`config.mk`:
```
export PLATFORM = sky130hd
export DESIGN_NAME = sop_accumulator_flat
export DESIGN_NICKNAME = d
export VERILOG_FILES = /design/src/rtl/sop_pkg.sv /design/src/rtl/sop_accumulator_if.sv /design/src/rtl/sop_term_counter.sv /design/src/rtl/sop_accumulator.sv /design/src/flat_wrapper.sv
export SDC_FILE = /design/constraint.sdc
export NUM_CORES = 1
export LEC_CHECK = 0
export ABC_AREA = 1
export CAP_MARGIN = 30
export CORE_UTILIZATION = 60
export CTS_BUF_LIST = sky130_fd_sc_hd__clkbuf_4 sky130_fd_sc_hd__clkbuf_8
export DETAILED_ROUTE_END_ITERATION = 10
export PLACE_DENSITY = 0.84
export SETUP_SLACK_MARGIN = 0.15
export SLEW_MARGIN = 20
export SYNTH_ARGS = -nofsm -noshare
export SYNTH_HDL_FRONTEND = slang
export SYNTH_SLANG_ARGS = --single-unit
```
`constraint.sdc`:
```
create_clock -name clk -period 4.64 [get_ports clk]
set_clock_uncertainty 0.2 [all_clocks]
set_input_delay 0.928 -clock clk [delete_from_list [all_inputs] [get_ports clk]]
set_output_delay 0.928 -clock clk [all_outputs]
set_load 0.02 [all_outputs]
```
`src/rtl/sop_pkg.sv`:
```
// sop_pkg
//   Shared definitions for the sum-of-products datapath: default operand
//   widths, the accumulator FSM state encoding, and the result-width
//   derivation that the multiplier top level reuses.
package sop_pkg;

  // Default operand width feeding the upstream multiplier, and the default
  // number of products summed per result.
  localparam int DEF_DATA_WIDTH = 4;
  localparam int DEF_NUM_TERMS  = 4;

  // Accumulator FSM states.
  typedef enum logic [1:0] {
    ST_IDLE  = 2'd0,
    ST_ACCUM = 2'd1,
    ST_HOLD  = 2'd2
  } state_t;

  // Result width large enough that num_terms products of prod_width bits
  // can never wrap.
  function automatic int sum_width(input int prod_width, input int num_terms);
    return prod_width + $clog2(num_terms);
  endfunction

endpackage

```
`src/rtl/sop_accumulator_if.sv`:
```
// sop_accumulator_if
//   Product-in / sum-out handshake bundle for the accumulation stage.
//   Ports (as seen from the accumulator, modport slave):
//     clr        in   synchronous abort of the current accumulation
//     m_in       in   product from the multiplier
//     in_valid   in   m_in is valid
//     in_ready   out  accumulator can take m_in this cycle
//     sum_out    out  completed sum, registered
//     out_valid  out  sum_out holds a completed result
//     out_ready  in   consumer accepts sum_out
//     term_cnt   out  terms accepted in the current frame
//   The master modport is the environment side (multiplier + consumer).
interface sop_accumulator_if #(
  parameter int PROD_WIDTH = 8,
  parameter int SUM_WIDTH  = 10,
  parameter int CNT_WIDTH  = 3
);

  logic                  clr;
  logic [PROD_WIDTH-1:0] m_in;
  logic                  in_valid;
  logic                  in_ready;
  logic [SUM_WIDTH-1:0]  sum_out;
  logic                  out_valid;
  logic                  out_ready;
  logic [CNT_WIDTH-1:0]  term_cnt;

  modport master (
    output clr,
    output m_in,
    output in_valid,
    input  in_ready,
    input  sum_out,
    input  out_valid,
    output out_ready,
    input  term_cnt
  );

  modport slave (
    input  clr,
    input  m_in,
    input  in_valid,
    output in_ready,
    output sum_out,
    output out_valid,
    input  out_ready,
    output term_cnt
  );

endinterface

```
`src/rtl/sop_term_counter.sv`:
```
// sop_term_counter
//   Counts products accepted in the current frame.
//   Ports:
//     clk    in   system clock, rising edge
//     rst    in   asynchronous, active-high reset
//     clr    in   return count to 0 (highest priority after rst)
//     load   in   start a new frame: count becomes 1
//     inc    in   one more term accepted
//     cnt    out  current count
//     last   out  count is NUM_TERMS-1, so the next accepted term ends the frame
module sop_term_counter #(
  parameter int NUM_TERMS = 4,
  parameter int CNT_WIDTH = $clog2(NUM_TERMS+1)
)(
  input  logic                 clk,
  input  logic                 rst,
  input  logic                 clr,
  input  logic                 load,
  input  logic                 inc,
  output logic [CNT_WIDTH-1:0] cnt,
  output logic                 last
);

  // The frame-ending transfer clears rather than increments, so the count
  // never actually sits at NUM_TERMS; terminal count is flagged one early.
  always_ff @(posedge clk or posedge rst) begin
    if (rst) begin
      cnt <= '0;
    end else if (clr) begin
      cnt <= '0;
    end else if (load) begin
      cnt <= CNT_WIDTH'(1);
    end else if (inc) begin
      cnt <= cnt + CNT_WIDTH'(1);
    end
  end

  assign last = (cnt == CNT_WIDTH'(NUM_TERMS - 1));

endmodule

```
`src/rtl/sop_accumulator.sv`:
```
// sop_accumulator
//   Sums exactly NUM_TERMS unsigned products arriving over a valid/ready
//   handshake and presents each result on a registered valid/ready output.
//   Ports:
//     clk   in   system clock, rising edge
//     rst   in   asynchronous, active-high reset
//     bus   sop_accumulator_if.slave (clr, m_in/in_valid/in_ready,
//           sum_out/out_valid/out_ready, term_cnt)
module sop_accumulator
  import sop_pkg::*;
#(
  parameter int DATA_WIDTH = DEF_DATA_WIDTH,
  parameter int PROD_WIDTH = 2*DATA_WIDTH,
  parameter int NUM_TERMS  = DEF_NUM_TERMS,
  parameter int CNT_WIDTH  = $clog2(NUM_TERMS+1),
  parameter int SUM_WIDTH  = sum_width(PROD_WIDTH, NUM_TERMS)
)(
  input logic              clk,
  input logic              rst,
  sop_accumulator_if.slave bus
);

  state_t                state;
  logic [SUM_WIDTH-1:0]  acc;
  logic [SUM_WIDTH-1:0]  sum_reg;
  logic                  out_valid_reg;
  logic [SUM_WIDTH-1:0]  prod_ext;
  logic [SUM_WIDTH-1:0]  next_sum;
  logic                  in_ready_int;
  logic                  in_xfer;
  logic                  out_xfer;
  logic                  cnt_clr;
  logic                  cnt_load;
  logic                  cnt_inc;
  logic                  cnt_last;
  logic [CNT_WIDTH-1:0]  cnt;

  assign prod_ext = SUM_WIDTH'(bus.m_in);
  assign next_sum = acc + prod_ext;

  // In HOLD the input side follows out_ready directly, so a product can be
  // taken on the very edge the finished sum leaves; that is what lets frames
  // run back to back. Nothing is accepted while reset is asserted.
  always_comb begin
    in_ready_int = 1'b0;
    if (!rst) begin
      case (state)
        ST_IDLE:  in_ready_int = 1'b1;
        ST_ACCUM: in_ready_int = 1'b1;
        ST_HOLD:  in_ready_int = bus.out_ready;
        default:  in_ready_int = 1'b0;
      endcase
    end
  end

  assign in_xfer  = bus.in_valid && in_ready_int;
  assign out_xfer = out_valid_reg && bus.out_ready;

  // Counter control. A product accepted outside ACCUM always opens a new
  // frame (load to 1); inside ACCUM it either counts up or, when it is the
  // final term, sends the count back to zero. clr outranks everything.
  assign cnt_clr  = bus.clr || (in_xfer && (state == ST_ACCUM) && cnt_last);
  assign cnt_load = in_xfer && (state != ST_ACCUM);
  assign cnt_inc  = in_xfer && (state == ST_ACCUM);

  sop_term_counter #(
    .NUM_TERMS (NUM_TERMS),
    .CNT_WIDTH (CNT_WIDTH)
  ) u_term_counter (
    .clk  (clk),
    .rst  (rst),
    .clr  (cnt_clr),
    .load (cnt_load),
    .inc  (cnt_inc),
    .cnt  (cnt),
    .last (cnt_last)
  );

  // Frame FSM, accumulator and output register. The first product of a frame
  // is loaded rather than added, so the accumulator never needs clearing
  // between frames. clr abandons everything except the last published sum,
  // which stays visible for the consumer.
  always_ff @(posedge clk or posedge rst) begin
    if (rst) begin
      state         <= ST_IDLE;
      acc           <= '0;
      sum_reg       <= '0;
      out_valid_reg <= 1'b0;
    end else if (bus.clr) begin
      state         <= ST_IDLE;
      acc           <= '0;
      out_valid_reg <= 1'b0;
    end else begin
      case (state)
        ST_IDLE: begin
          if (in_xfer) begin
            acc   <= prod_ext;
            state <= ST_ACCUM;
          end
        end
        ST_ACCUM: begin
          if (in_xfer) begin
            acc <= next_sum;
            if (cnt_last) begin
              sum_reg       <= next_sum;
              out_valid_reg <= 1'b1;
              state         <= ST_HOLD;
            end
          end
        end
        ST_HOLD: begin
          if (out_xfer) begin
            out_valid_reg <= 1'b0;
            if (in_xfer) begin
              acc   <= prod_ext;
              state <= ST_ACCUM;
            end else begin
              state <= ST_IDLE;
            end
          end
        end
        default: begin
          state <= ST_IDLE;
        end
      endcase
    end
  end

  assign bus.in_ready  = in_ready_int;
  assign bus.sum_out   = sum_reg;
  assign bus.out_valid = out_valid_reg;
  assign bus.term_cnt  = cnt;

endmodule

```
`src/flat_wrapper.sv`:
```
// flat-port wrapper written by rule: the top's interface ports become plain ports
module sop_accumulator_flat import sop_pkg::*;
#(
  parameter int DATA_WIDTH = DEF_DATA_WIDTH,
  parameter int PROD_WIDTH = 2*DATA_WIDTH,
  parameter int NUM_TERMS  = DEF_NUM_TERMS,
  parameter int CNT_WIDTH  = $clog2(NUM_TERMS+1),
  parameter int SUM_WIDTH  = sum_width(PROD_WIDTH, NUM_TERMS)
)
  (clk, rst, bus_clr, bus_m_in, bus_in_valid, bus_in_ready, bus_sum_out, bus_out_valid, bus_out_ready, bus_term_cnt);
  sop_accumulator_if #(.PROD_WIDTH(PROD_WIDTH), .SUM_WIDTH(SUM_WIDTH), .CNT_WIDTH(CNT_WIDTH)) bus_i ();
  input logic clk;
  input logic rst;
  input wire logic [$bits(bus_i.clr)-1:0] bus_clr;
  input wire logic [$bits(bus_i.m_in)-1:0] bus_m_in;
  input wire logic [$bits(bus_i.in_valid)-1:0] bus_in_valid;
  output wire logic [$bits(bus_i.in_ready)-1:0] bus_in_ready;
  output wire logic [$bits(bus_i.sum_out)-1:0] bus_sum_out;
  output wire logic [$bits(bus_i.out_valid)-1:0] bus_out_valid;
  input wire logic [$bits(bus_i.out_ready)-1:0] bus_out_ready;
  output wire logic [$bits(bus_i.term_cnt)-1:0] bus_term_cnt;
  assign bus_i.clr = bus_clr;
  assign bus_i.m_in = bus_m_in;
  assign bus_i.in_valid = bus_in_valid;
  assign bus_in_ready = bus_i.in_ready;
  assign bus_sum_out = bus_i.sum_out;
  assign bus_out_valid = bus_i.out_valid;
  assign bus_i.out_ready = bus_out_ready;
  assign bus_term_cnt = bus_i.term_cnt;
  sop_accumulator #(.DATA_WIDTH(DATA_WIDTH), .PROD_WIDTH(PROD_WIDTH), .NUM_TERMS(NUM_TERMS), .CNT_WIDTH(CNT_WIDTH), .SUM_WIDTH(SUM_WIDTH)) u_core (.clk(clk), .rst(rst), .bus(bus_i));
endmodule
```
After elaboration in Yosys (flattened, before gate mapping)
Cells that the tools add are included.
- flip-flop bits (word level): 26
- bits of input ports: 13
- output and inout bits: 15
- word-level logic and storage cells: 53
- add/sub/neg operators: 2
- equal/unequal tests: 8
- multiplexer cells: 22
- bitwise logic cells: 1
- reductions and logical operators: 15
- operators by type and width (cell ; number):
    10-bit 2-to-1 mux ; 4
    10-bit case mux with 3 select lines ; 1
    3-bit by 2-bit inequality test with 1-bit output, second input constant ; 4
    4-bit AND reduction ; 3
    10-bit by 8-bit adder with 10-bit output ; 1
    2-bit 2-to-1 mux ; 5
    3-bit 2-to-1 mux ; 3
    1-bit 2-to-1 mux ; 6
    2-bit case mux with 3 select lines ; 1
    3-bit nonzero test ; 2
    1-bit logical AND ; 5
    1-bit case mux with 2 select lines ; 2
    4-bit nonzero test ; 1
    3-bit by 1-bit adder with 3-bit output, second input constant ; 1
    3-bit by 2-bit == test with 1-bit output, second input constant ; 1
    3-bit AND reduction ; 1
    2-bit by 1-bit == test with 1-bit output, second input constant ; 1
    2-bit == test, second input constant ; 1
    2-bit logical NOT ; 1
    2-bit by 1-bit inequality test with 1-bit output, second input constant ; 1
    2-bit OR reduction ; 1
    1-bit logical OR ; 1
    1-bit inverter ; 1

Depth between registers and ports, before layout
Gate-level depths: netlist of run 1.
- word-level depth: 9
- mapped depth: 12
- mapped depth without buffers: 12

Modules after synthesis
A second synthesis of run 1 with hierarchy kept.
- cells, all modules: 252
- area total of the unflattened synthesis: 1764.2 um2
- modules (own cells, without submodules) (module ; instances ; cells each ; area each (um2) ; seq. area each (um2)):
    sop_accumulator ; 1 ; 231 ; 1584.0 ; 575.6
    sop_term_counter ; 1 ; 21 ; 180.2 ; 75.1

Least setup slack after synthesis of run 1
OpenSTA, ideal clock, no wires.
- path type: input to output
- from: in rst
- to: out bus_in_ready
- data arrival time: 1.367 ns
- required time: 3.512 ns
- setup slack: 2.145 ns
- cell stages on the path: 2
- path buffers: 0
- cells stage by stage: nor2_1 and2_1
- cells in the longest elaborated chain, start to end: 1
- RTL lines (element ; line ; RTL):
    from (decl) ; flat_wrapper.sv:13 ; input logic rst;
    1-bit 2-to-1 mux ; sop_accumulator.sv:46 ; if (!rst) begin
    to (decl) ; flat_wrapper.sv:17 ; output wire logic [$bits(bus_i.in_ready)-1:0] bus_in_ready;
No other way between the ends.

Worst setup path after layout of run 1
Same ends and word-level chain as after synthesis.

==> flow_metrics.tcl, run 1 <==
set metrics [dict create \
    outcome "finished, violations left" \
    violations "design-rule violations" \
    final_area_sq_mm 0.00221 \
    yosys_warnings 0 \
    power_frac_seq 0.289 \
    pwr-share-clk 0.150 \
    synth-seq-area-share 0.349 \
    wl_per_cell_um 13.2 \
    synthCells 256 \
    layout_commonest_cell "nand2_1" \
    drt_wl_total_um 4180 \
    relSlewSlack 0.690 \
    tightestPinTransition_ns 0.465 \
    drtPass1Iterations 7 \
    synth_top_area_frac 0.349 \
    final_nets 315 \
    yosys.area.top_type "dfrtp_1" \
    ys_seq_elements 26 \
    nFillCells 224 \
    start_util 0.653 \
    diodes 0 \
    grt_max_degree 18 \
    hold_slack_ns 0.327 \
    synth_compound_area_frac 0.0954 \
    path_clk_slew_ns 0.16 \
    worstPathMaxFanout 2 \
    cts_tree "built" \
    route.vias.total 1754 \
    synth_fa_ha_area_frac 0.105 \
    synth_nets 284 \
    die_h_um 57.7 \
    synth_xor_area_frac 0.00470 \
    io_pins 28 \
    drv_slew 0 \
    grt_overflow_total 0 \
    fp.dieW_um 57.7 \
    crit_required_ns 3.51 \
    syn_to_final_growth_pct 18.8 \
    max_freq_ghz 0.293 \
    drtAntennaViolNets 0 \
    cts-root-buf "clkbuf_4" \
    synth_simple_gate_area_frac 0.352 \
    drt-initial-drc-count 62 \
    layout_common_cells "71 x nand2_1, 33 x inv_1, 29 x nor2_1" \
    cts_inserted_buffers 3 \
    cap_violations 0 \
    switching_share 0.460 \
    cts_setup_buffers 0 \
    setup_tns_ns 0 \
    setup_slack_ns 1.22 \
    post-route-util 0.775 \
    min_path_type "reg2reg" \
    gp_congestion 0.850 \
    cts_resized 0 \
    grt_pass1_wl_um 7240 \
    fin_crit_sh 0.737 \
    powerDensity_mw_per_mm2 484 \
    synth_cell_types 31 \
    crit_type "in2out" \
    port_buffers 27 \
    drc 2 \
    cellLeakagePower_nw 1.18 \
    hpwlAfterDp_um 3170 \
    cts_hold_buf 0 \
    synth_top_family_by_area "simple AND/OR/NAND/NOR gates" \
    dpl-instance-area_sq_mm 0.00216 \
    drive_gt1_frac 0.0769 \
    rows 19 \
    intPower_uw 579 \
    grt_pass1_vias 1653 \
    vias_per_cell 5.53 \
    switchingPower_uw 492 \
    antenna_found_initial 0 \
    finalSetupViolCount 0 \
    combPwrFrac 0.561 \
    clkLatencyLatePin_ns 0.33 \
    synthMuxAreaShare 0 \
    min_period_ns 3.42 \
    htree_levels 1 \
    arrival_ns 2.29 \
    grtUsageTotal 0.278 \
    fp.dieArea_sq_mm 0.00333 \
    rsz0062_at_grt "no" \
    crit_path_end_kind "primary output" \
    cts_max_path_buffers 2 \
    cts_sinks 26 \
    design.core.area_sq_mm 0.00285 \
    synthTopCellsByArea "dfrtp_1 35%, nand2_1 14%, ha_1 9.4%" \
    dp_slack_ns 1.22 \
    syn_area_sq_mm 0.00186 \
    irDropWorstVdd_mv 0.282 \
    crit_path_start_kind "input port" \
    syn_area_per_cell_sq_um 7.27 \
    hold_viol 0 \
]
-- synth_stat cells --
library cell,number
inv_4,2
inv_1,33
nand3_1,22
o31ai_1,1
nand2_2,3
buf_8,1
nand3b_1,3
inv_2,3
a31oi_1,1
a21oi_1,16
nor2_4,2
o22ai_1,1
nor2_1,29
nor2_2,1
ha_1,14
nand2_4,1
o21a_1,1
nand3_2,2
o21bai_1,1
nand2_1,71
o21ai_0,11
dfrtp_1,26
a21boi_0,1
nand3_4,1
or2_2,1
nand4_1,3
buf_6,1
xor2_1,1
and2_1,1
fa_1,1
nor2_8,1
-- power groups by stage --
stage	clock, mW	combinational [mW]	sequential (mW)
floorplan	0	0.453	0.314
global route	0.170	0.685	0.317
global placement	0	0.578	0.313
finish	0.161	0.601	0.310
CTS	0.162	0.595	0.309
detailed placement	0	0.589	0.314
-- path summary, 6_finish.rpt --
kind | endpoint | cells past startpoint | slack, ns | from
min reg2reg | u_core.bus.sum_out[8] | 2 | 0.33 | u_core.bus.sum_out[8]
min | u_core.bus.sum_out[8] | 2 | 0.33 | u_core.bus.sum_out[8]
max in group asynchronous | u_core.bus.sum_out[3] | 3 | 3.06 | rst
min in group asynchronous | u_core.acc[5] | 2 | 0.71 | rst
max reg2reg | u_core.acc[0] | 10 | 2.54 | u_core.state[1]
max | bus_in_ready | 4 | 1.22 | rst
-- through the flow --
step           std cells  power [mW]
2_1_floorplan        256       0.768
5_1_grt              317        1.17
3_5_place_dp         313       0.903
6_report             317        1.07
4_1_cts              317        1.07
3_3_place_gp         312       0.891
-- kinds of logic after synthesis --
logic type / Yosys count
flops: 26
buf+inv: 40
xor+xnor: 1
compound gates: 33
simple gates: 141
fa+ha+maj: 15
-- layer usage --
metal | global-route usage | wire length, um | vias up
met5 | 0 | 0 | -
met2 | 0.440 | 1860 | 50
met1 | 0.405 | 2060 | 819
met3 | 0.0290 | 204 | 7
li1 | - | - | 878
met4 | 0.0850 | 55 | 0
-- worst max-delay path, stage by stage --
cell and delay [ns]:
clkdlybuf4s50_1 0.42, nor2_1 0.20, and2_1 0.16, clkdlybuf4s50_1 0.59
-- area by class of cell --
type / instances / area, sq um / share of cell area
inverter: 38 / 148 / 0.0667
clock inverter: 1 / 30.0 / 0.0136
tap: 31 / 38.8 / 0.0175
multi-input combinational: 190 / 1040 / 0.469
clock buffer: 3 / 22.5 / 0.0102
sequential: 26 / 651 / 0.294
timing repair buffer: 28 / 285 / 0.129
No activity file was read; power rests on OpenSTA's default activity.
==> inputs of run 2 (changes only) <==
--- a/config.mk
+++ b/config.mk
@@ -7,10 +7,10 @@
 export LEC_CHECK = 0
 export ABC_AREA = 1
 export CAP_MARGIN = 30
-export CORE_UTILIZATION = 60
+export CORE_UTILIZATION = 51
 export CTS_BUF_LIST = sky130_fd_sc_hd__clkbuf_4 sky130_fd_sc_hd__clkbuf_8
 export DETAILED_ROUTE_END_ITERATION = 10
-export PLACE_DENSITY = 0.84
+export PLACE_DENSITY = 0.76
 export SETUP_SLACK_MARGIN = 0.15
 export SLEW_MARGIN = 20
 export SYNTH_ARGS = -nofsm -noshare
==> constraint.sdc (replaced) <==
create_clock -name clk -period 2.8 [get_ports clk]
set_clock_uncertainty 0.2 [all_clocks]
set_input_delay 0.56 -clock clk [delete_from_list [all_inputs] [get_ports clk]]
set_output_delay 0.56 -clock clk [all_outputs]
set_load 0.02 [all_outputs]
==> run 2 against run 1 <==
The flow now finishes without violations. Highest routed layer unchanged. Largest power group unchanged. First-iteration DRC count up 56%. Global-route usage down 3.0 points. Die area up 17%. Register-to-register slack worse by 1.8 ns. Wire length up 3.7%.
==> flow_metrics.tcl, run 2 (same netlist as run 1, synthesis figures left out) <==
set metrics [dict create \
    setup_slack_ns 0.290 \
    drt_wl_total_um 4330 \
    cts_hold_buf 0 \
    min_path_type "reg2reg" \
    hold_viol 0 \
    finalSetupViolCount 0 \
    crit_type "reg2out" \
    powerDensity_mw_per_mm2 775 \
    dp_slack_ns 0.125 \
    cts_inserted_buffers 3 \
    grt_max_degree 27 \
    cts_max_path_buffers 2 \
    grt_overflow_total 0 \
    gp_congestion 0.871 \
    cts-root-buf "clkbuf_4" \
    crit_required_ns 2.04 \
    crit_path_end_kind "primary output" \
    final_nets 318 \
    layout_common_cells "71 x nand2_1, 33 x inv_1, 29 x nor2_1" \
    rows 21 \
    hpwlAfterDp_um 3260 \
    layout_commonest_cell "nand2_1" \
    irDropWorstVdd_mv 0.326 \
    cap_violations 0 \
    drtPass1Iterations 4 \
    design.core.area_sq_mm 0.00342 \
    cellLeakagePower_nw 1.18 \
    drt-initial-drc-count 97 \
    relSlewSlack 0.752 \
    max_freq_ghz 0.398 \
    wl_per_cell_um 12.9 \
    drtAntennaViolNets 0 \
    grtUsageTotal 0.248 \
    clkLatencyLatePin_ns 0.35 \
    grt_pass1_wl_um 7650 \
    cts_tree "built" \
    vias_per_cell 5.16 \
    placed_cells 331 \
    io_pins 28 \
    setup_tns_ns 0 \
    nFillCells 322 \
    antenna_found_initial 0 \
    fin_cells 335 \
    min_period_ns 2.51 \
    port_buffers 27 \
    path_clk_slew_ns 0.15 \
    fin_crit_sh 0.896 \
    fp.dieW_um 62.4 \
    fp.dieArea_sq_mm 0.00390 \
    start_util 0.545 \
    rsz0062_at_grt "no" \
    grt_pass1_vias 1675 \
    htree_levels 1 \
    drv_slew 0 \
    tightestPinTransition_ns 0.371 \
    drive_gt1_frac 0.0900 \
    cts_sinks 26 \
    drc 0 \
    cts_resized 2 \
    route.vias.total 1729 \
    syn_to_final_growth_pct 19.8 \
    crit_path_start_kind "flip-flop" \
    diodes 0 \
    arrival_ns 1.75 \
    outcome "completed" \
    worstPathMaxFanout 4 \
    cts_setup_buffers 0 \
    die_h_um 62.4 \
]
[run 2: changes by cell type in the layout (fill, tap and decap cells not counted)]
cell / before / now
buf_4: 0 / 4
buf_8: 1 / 0
bufinv_16: 1 / 0
clkbuf_8: 0 / 1
clkdlybuf4s50_1: 27 / 26
dlygate4sd2_1: 0 / 1
ha_1: 14 / 13
ha_2: 0 / 1
[run 2: final cells by class]
cell class              count  area [sq um]  area share
multi-input cells         190          1040       0.466
flip-flops and latches     26           651       0.292
repair buffers             31           299       0.134
inverters                  38           148      0.0662
well taps                  46          57.6      0.0258
clock buffers               4          36.3      0.0163
[run 2: path summary, 6_finish.rpt]
kind / cells past startpoint / from / slack [ns] / endpoint
worst min-delay path: 2 / u_core.acc[2] / 0.31 / u_core.acc[2]
worst max register to register: 10 / u_core.state[1] / 0.74 / u_core.acc[1]
min in group asynchronous: 3 / rst / 0.38 / u_core.bus.out_valid
worst max-delay path: 6 / u_core.state[1] / 0.29 / bus_in_ready
worst min register to register: 2 / u_core.acc[2] / 0.31 / u_core.acc[2]
max in group asynchronous: 3 / rst / 1.75 / u_core.bus.sum_out[5]
[run 2: report_power, final]
group          internal [mW]  total [mW]  switching [mW]  leakage, nW
Sequential             0.456       0.515          0.0587        0.346
Combinational          0.367        1.01           0.644        0.815
Clock                 0.0799       0.202           0.122       0.0210
[run 2: layer usage]
| layer | track usage | routed length [um] | share of wire | up-vias |
|---|---|---|---|---|
| met5 | 0 | 0 | 0 | - |
| met4 | 0.0727 | 53 | 0.012 | 0 |
| met3 | 0.0547 | 236 | 0.054 | 6 |
| met2 | 0.386 | 1940 | 0.45 | 51 |
| met1 | 0.346 | 2100 | 0.48 | 787 |
| li1 | - | - | - | 885 |
[run 2: stage by stage]
| stage | power (mW) | cell area, sq um | utilization | hold slack [ns] |
|---|---|---|---|---|
| after floorplan | 1.27 | 1860 | - | 0.253 |
| after global placement | 1.50 | 2190 | 0.642 | 0.276 |
| after detailed placement | 1.52 | 2190 | 0.642 | 0.278 |
| after CTS | 1.72 | 2230 | 0.653 | 0.314 |
| after global routing | 1.90 | 2230 | 0.653 | 0.345 |
| final | 1.73 | 2230 | 0.653 | 0.308 |
[run 2: critical path, stage by stage, from the launching register on]
cell           delay (ns)
dfrtp_1              0.42
inv_1                0.09
ha_2                 0.21
nor2_2               0.15
nand2_2              0.08
and2_1               0.14
dlygate4sd2_1        0.31
